## config.mk

```make
export PLATFORM = sky130hd
export DESIGN_NAME = ptp_rtc_counter
export DESIGN_NICKNAME = d
export VERILOG_FILES = /design/src/rtl/ptp_rtc_counter.sv
export SDC_FILE = /design/constraint.sdc
export NUM_CORES = 1
export LEC_CHECK = 0
export BUFFER_PORTS_ARGS = -buffer_cell sky130_fd_sc_hd__buf_2
export CORE_MARGIN = 2
export CORE_UTILIZATION = 45
export CTS_CLUSTER_SIZE = 28
export DETAILED_ROUTE_END_ITERATION = 10
export PLACE_DENSITY = 0.67
export SLEW_MARGIN = 0
export SYNTH_ARGS = -nofsm -noshare
export SYNTH_HDL_FRONTEND = slang
export SYNTH_SLANG_ARGS = --single-unit
```

## constraint.sdc

```tcl
create_clock -name rtc_clk -period 28.5 [get_ports rtc_clk]
set_input_delay 5.7 -clock rtc_clk [delete_from_list [all_inputs] [get_ports rtc_clk]]
set_output_delay 5.7 -clock rtc_clk [all_outputs]
set_load 0.05 [all_outputs]
```

## src/rtl/ptp_rtc_counter.sv

```systemverilog
// IEEE 1588 real-time clock: 48-bit seconds, 30-bit ns, 32-bit fractional ns,
// with absolute load, signed offset adjust and a stretched pulse-per-second.
module ptp_rtc_counter #(
    parameter int unsigned NS_PER_SEC = 1_000_000_000,
    parameter int unsigned PPS_CYCLES = 16
) (
    input  logic        rtc_clk,
    input  logic        rst_sys_n,
    input  logic [7:0]  inc_ns_i,
    input  logic [31:0] inc_frac_i,
    input  logic        load_req_i,
    input  logic [47:0] load_sec_i,
    input  logic [29:0] load_ns_i,
    input  logic        adj_req_i,
    input  logic        adj_neg_i,
    input  logic [29:0] adj_ns_i,
    output logic        load_ack_o,
    output logic        adj_ack_o,
    output logic [47:0] sec_o,
    output logic [29:0] ns_o,
    output logic [31:0] frac_o,
    output logic        pps_o
);

    localparam logic [31:0] NS_MAX   = 32'(NS_PER_SEC - 1);
    localparam int          NS_S     = int'(NS_PER_SEC);
    localparam logic [7:0]  PPS_LOAD = 8'(PPS_CYCLES);

    logic [47:0] sec_q,  sec_d;
    logic [29:0] ns_q,   ns_d;
    logic [31:0] frac_q, frac_d;
    logic [7:0]  pps_cnt_q;
    logic        load_ack_q, adj_ack_q;
    logic        sec_carry;

    logic [32:0]        frac_sum;
    logic [31:0]        ns_inc;
    logic [31:0]        adj_mag;
    logic signed [31:0] ns_sum;

    // All ns arithmetic stays below 2^31, so a 32-bit signed sum covers both
    // the positive-adjust overflow and the negative-adjust borrow.
    always_comb begin
        // NOTE: every combinational output gets a default first so no path
        // through the if/else chain can infer a latch.
        sec_d     = sec_q;
        ns_d      = ns_q;
        frac_d    = frac_q;
        sec_carry = 1'b0;

        frac_sum = {1'b0, frac_q} + {1'b0, inc_frac_i};
        ns_inc   = {2'b0, ns_q} + {24'b0, inc_ns_i} + {31'b0, frac_sum[32]};
        adj_mag  = ({2'b0, adj_ns_i} > NS_MAX) ? NS_MAX : {2'b0, adj_ns_i};

        ns_sum = signed'(ns_inc);
        if (adj_req_i) begin
            ns_sum = adj_neg_i ? ns_sum - signed'(adj_mag) : ns_sum + signed'(adj_mag);
        end

        if (load_req_i) begin
            sec_d  = load_sec_i;
            ns_d   = ({2'b0, load_ns_i} > NS_MAX) ? 30'(NS_MAX) : load_ns_i;
            frac_d = '0;
        end else begin
            frac_d = frac_sum[31:0];
            if (ns_sum < 0) begin
                ns_d  = 30'(ns_sum + NS_S);
                sec_d = sec_q - 48'd1;
            end else if (ns_sum >= NS_S) begin
                ns_d      = 30'(ns_sum - NS_S);
                sec_d     = sec_q + 48'd1;
                sec_carry = 1'b1;
            end else begin
                ns_d = 30'(ns_sum);
            end
        end
    end

    always_ff @(posedge rtc_clk or negedge rst_sys_n) begin
        if (!rst_sys_n) begin
            sec_q      <= '0;
            ns_q       <= '0;
            frac_q     <= '0;
            pps_cnt_q  <= '0;
            load_ack_q <= 1'b0;
            adj_ack_q  <= 1'b0;
        end else begin
            // NOTE: non-blocking assignments so every register samples the
            // pre-edge values, independent of statement order.
            sec_q      <= sec_d;
            ns_q       <= ns_d;
            frac_q     <= frac_d;
            load_ack_q <= load_req_i;
            adj_ack_q  <= adj_req_i & ~load_req_i;
            if (sec_carry) begin
                pps_cnt_q <= PPS_LOAD;
            end else if (pps_cnt_q != 8'd0) begin
                pps_cnt_q <= pps_cnt_q - 8'd1;
            end
        end
    end

    assign sec_o      = sec_q;
    assign ns_o       = ns_q;
    assign frac_o     = frac_q;
    assign load_ack_o = load_ack_q;
    assign adj_ack_o  = adj_ack_q;
    assign pps_o      = (pps_cnt_q != 8'd0);

endmodule

```

-- After elaboration in Yosys (flattened, before gate mapping)
Cells that the tools add are included.
Widths: inputs -> output; s select.
- flip-flop bits (word level): 120
- logic and storage cells: 41
- output and inout port bits: 113
- input bits: 153
- bitwise gates (word level): 2
- reduce and logical (&&, ||, !) cells: 3
- $lt $le $gt $ge: 4
- mux-type cells: 16
- $add $sub $neg: 10
- operator list (kind ; count):
    $mux 30 ; 5
    $mux 48 ; 3
    $mux 32 ; 3
    $gt 30x30->1 const B ; 2
    $add 48x1->48 const B ; 1
    $sub 48x1->48 const B ; 1
    $add 32x32->33 ; 1
    $add 31x1->32 ; 1
    $add 32x31->32 ; 1
    $ge 32x31->1 const B ; 1
    $lt 32x1->1 const B ; 1
    $sub 32x31->32 ; 1
    $add 30x8->31 ; 1
    $add 30x28->30 const B ; 1
    $sub 30x28->30 const B ; 1
    $mux 8 ; 2
    $reduce_bool 8->1 ; 1
    $sub 8x1->8 const B ; 1
    $mux 1 ; 3
    $reduce_bool 3->1 ; 1
    $reduce_bool 2->1 ; 1
    $and 1x1->1 ; 1
    $not 1->1 ; 1

-- Logic depth before layout (Yosys ltp)
- depth after elaboration: 10
- mapped depth: 49
- gate-level depth less buffers: 44

-- Worst setup path after synthesis
Ideal clock, no wire load.
- path type: input port to flip-flop
- start: input inc_frac_i[0]
- end: register sec_q[35], in the netlist sec_o[35]
- stages on the path: 45
- setup slack: 11918 ps
- setup time: 126 ps
- arrival: 16456 ps
- cell sequence: ha_1 inv_1 fa_1 nor2b_1 o21a_1 o21ai_0 a21oi_1 o211ai_1 o21ai_0 a31oi_1 o211ai_1 a311oi_1 o21ai_0 a21o_1 fa_1 fa_1 a211oi_1 o211ai_1 (+9 left out) mux2i_1 nand3_1 inv_1 buf_2 buf_1 ha_1 a211oi_1 nor2_1 o31a_1 and3_1 or4_1 a21oi_1 a21oi_1 a21o_1 a21oi_1 o21ai_0 xor2_1 a221o_1
- cells in the longest elaborated chain, start to end: 8
- elaborated cells on any way between the ends: 11
- those cells by class: add/sub (4); order compare (2); mux (4); reduce/logical (1)
- ends and longest elaborated chain (element ; line ; RTL):
    start: declaration ; 10 ; input logic [31:0] inc_frac_i,
    $add 32x32->33 (*) ; 51 ; frac_sum = {1'b0, frac_q} + {1'b0, inc_frac_i};
    $add 31x1->32 (*) ; 52 ; ns_inc = {2'b0, ns_q} + {24'b0, inc_ns_i} + {31'b0, frac_sum[32]};
    $add 32x31->32 / $sub 32x31->32 (equally long branches) ; 57 ; ns_sum = adj_neg_i ? ns_sum - signed'(adj_mag) : ns_sum + signed'(adj_mag);
    $mux 32 ; 57 ;
    $mux 32 (*) ; 56 ; if (adj_req_i) begin
    $lt 32x1->1 ; 66 ; if (ns_sum < 0) begin
    $mux 48 ; 66 ;
    $mux 48 ; 60 ; if (load_req_i) begin
    end signal: assignment ; 81 ; sec_q <= '0;
    end signal: assignment ; 90 ; sec_q <= sec_d;
    end: declaration ; 29 ; logic [47:0] sec_q, sec_d;
Mark *: on every way between the ends. The rest lies on a longest branch, timed or not.
A chain may end at the register's enable or synchronous reset.

-- Worst setup path in the final report
Same ends and word-level chain as after synthesis.

==> metrics.yaml <==
antenna_found_initial: 8
synthFlopType: "dfrtp_1"
cts_buffers: 17
met1_usage_pct: 35.2
p_per_area_nw_per_um2: 147
drive_gt1_share_pct: 17.3
synth-edff-count: 0
synth_top_family_by_area: "compound AO/OA/AOI/OAI gates"
yosysSeqAreaShare_pct: 21.3
layout.cells.non_filler: 2466
grt_overflow_total: 0
leakage_uw: 0.00760
post-route-drc-count: 0
clkSlewWorstSetupHoldPaths_ns: 0.06
timing.final.ws_setup_ns: 11.34
rsz0062_at_grt: "false"
fmax_ghz: 0.0583
ir_drop_mv: 0.0883
gp_congestion: 0.930
area.sequential_sq_um: 3000
multiInputGateArea_sq_um: 10600
synth_mux_area_share_pct: 4.82
drt_iter0_markers: 1141
arrival_ns: 17.48
yosysUniqueCellTypes: 90
start_util_pct: 45.9
reg2reg_to: "sec_o[35]"
dp.cells: 2428
fin_skew_ns: 0.00620
hold_viol_final: 0
synth_fa_ha_area_share_pct: 11.4
nets: 2329
die_area_sq_um: 32800
setup_viol: 0
post_drt_wl_per_cell_um: 17.8
grt_busiest_layer: "met2"
portBuffers: 265
cts_resized: 0
grt_use_met2_pct: 42.7
vias: 14700
timing.rr.start: "frac_o[0]"
rr_worst_depth: 45
hold_path_depth: 2
ys.warnings.count: 0
htree_num_levels: 4
drt_wl_total_um: 43900
drt-pass1-iter-count: 5
period_share_pct: 60.2
ioPinCount: 266
ys_ff_latch: 120
maxCapViolCount: 0
slew_headroom_pct: 30.7
avgSynthCellArea_sq_um: 7.70
critPathLaunchType: "input port"
whs_endpoint: "pps_cnt_q[3]"
cts_sinks: 120
synthSimpleGateAreaFrac_pct: 21.5
drtAntennaViolNets: 0
via_per_inst: 5.97
synthXorXnorAreaFrac_pct: 7.39
worstMarginPinSlew_ns: 1.04
status: "finished clean"
postCtsSetupBuffers: 0
hold_buffers: 0
cts_tree: "built"
die_y_um: 181
grt_pass1_wl_um: 70800
ctsRootBufferMaster: "clkbuf_16"
worst_path_most_repeated_cell: "a21oi_1"
required_ns: 28.82
num_rows: 64
grt_usage_pct: 26.3
cp_slowest_stage_delay_ns: 0.80
hpwl_um: 33800
r2r_slack_ns: 16.34
n_fill_cell: 3031
worst-path-max-fanout: 43
ys_async_sr_fraction_pct: 100
worst_path_max_delay_cell: "a31oi_1"
criticalPathCategory: "in2reg"
min_path_type: "reg2reg"
hold_start: "pps_cnt_q[3]"
syn_area_sq_um: 14100
layout_common_cells: "buf_2 (264), nor2_1 (219), a21oi_1 (205), nand2_1 (133)"
tns_ns: 0
syn_inst: 1831
endpoint_kind: "flip-flop"
die_x_um: 181
grt_start_max_net_pins: 100
synth-compound-area-share_pct: 30.0
cts_buffer_depth: 2
grtUsageMet3_pct: 4.37
core-area_sq_um: 30700
final_common_cell: "buf_2"
areaGrowthSynthToFinish_pct: 15.9
power_uw: 2410
synth_nets: 2109
grt_pass1_vias: 14000
finalCriticalPeriod_ns: 17.16
hold_ws_ns: 0.527
clk_latency_ns: 0.43
place_ws_ns: 11.05
drv_slew: 0
## registers in the layout (all words and copies together), names as in the netlist
| name | cells |
|---|---|
| adj_ack_o | 1 |
| frac_o | 32 |
| load_ack_o | 1 |
| ns_o | 30 |
| pps_cnt_q | 8 |
| sec_o | 48 |
## routing by layer
metal	share of wire, %	vias up
met5	0.061	-
met1	45	6856
met4	3.1	4
met2	45	501
li1	-	7275
met3	6.4	91
## critical path, delay by kind of cell
| family | cells | cell delay, ns |
|---|---|---|
| adder cells (fa/ha/maj) | 5 | 1.63 |
| multiplexers | 1 | 0.22 |
| XOR/XNOR | 1 | 0.16 |
| buffers and inverters | 5 | 1.31 |
| AO/OA/AOI/OAI | 23 | 6.16 |
| AND/OR/NAND/NOR | 11 | 2.25 |
## where the power goes
part,total (uW),internal [uW],switching [uW]
clock network,239,155,83.7
registers,328,249,79.6
logic,1840,666,1170
total,2410,1070,1340
## area by class of cell
cell class	instances	area share, %
multi-input combinational	1585	64.8
antenna	6	0.0919
tap	396	3.03
clock inverter	12	1.23
timing repair buffer	277	8.68
clock buffer	20	2.67
sequential	120	18.4
inverter	50	1.16
## per-stage QoR
step	cell area, sq um	util [%]
after floorplan	14100	-
after global placement	15700	51.0
after detailed placement	15700	51.0
after CTS	16300	53.1
after global routing	16300	53.1
final	16300	53.1
## cell usage after synthesis (6+ instances only)
| cell type | instances | share of area (%) |
|---|---|---|
| nor2_1 | 219 | 5.8 |
| a21oi_1 | 205 | 7.3 |
| nand2_1 | 133 | 3.5 |
| dfrtp_1 | 120 | 21 |
| ha_1 | 120 | 11 |
| o21ai_0 | 115 | 4.1 |
| xnor2_1 | 72 | 4.5 |
| a21o_1 | 63 | 3.4 |
| clkbuf_1 | 59 | 1.6 |
| nor3_1 | 53 | 1.9 |
| mux2i_1 | 51 | 3.6 |
| inv_1 | 49 | 1.3 |
| xor2_1 | 47 | 2.9 |
| nand3_1 | 45 | 1.6 |
| a211oi_1 | 27 | 1.4 |
| o21a_1 | 26 | 1.4 |
| nand2b_1 | 25 | 1.1 |
| a31oi_1 | 24 | 1.1 |
| nand4_1 | 24 | 1.1 |
| o211ai_1 | 24 | 1.3 |
| and3_1 | 23 | 1.0 |
| or3_1 | 22 | 0.98 |
| and2_1 | 19 | 0.84 |
| mux2_2 | 15 | 1.2 |
| nor2b_1 | 14 | 0.62 |
| nor4_1 | 12 | 0.53 |
| o21bai_1 | 11 | 0.59 |
| or2_2 | 11 | 0.49 |
| o31ai_1 | 10 | 0.53 |
| a21boi_0 | 9 | 0.48 |
| o311a_1 | 9 | 0.64 |
| or4_1 | 9 | 0.48 |
| o22ai_1 | 8 | 0.35 |
| a22oi_1 | 7 | 0.37 |
| a2111oi_0 | 6 | 0.37 |
| a211o_1 | 6 | 0.37 |
| nor3b_1 | 6 | 0.32 |
## logic make-up after synthesis
| group | count (synthesis) |
|---|---|
| AOI/OAI and AO/OA | 641 |
| xor gates and xnor gates | 119 |
| adders and majority gates | 125 |
| buffers and inverters | 126 |
| DFF | 120 |
| muxes | 66 |
| and+or+nand+nor | 634 |
## worst max path at each step
stage / from / to / cells after the start
3_5_place_dp: inc_frac_i[0] / sec_o[35] / 47
5_1_grt: inc_frac_i[0] / sec_o[35] / 47
2_1_floorplan: inc_frac_i[0] / sec_o[35] / 45
4_1_cts: inc_frac_i[0] / sec_o[35] / 47
6_report: inc_frac_i[0] / sec_o[35] / 46
3_3_place_gp: inc_frac_i[0] / sec_o[35] / 47
Note: power is estimated with default switching activity, not from simulation.
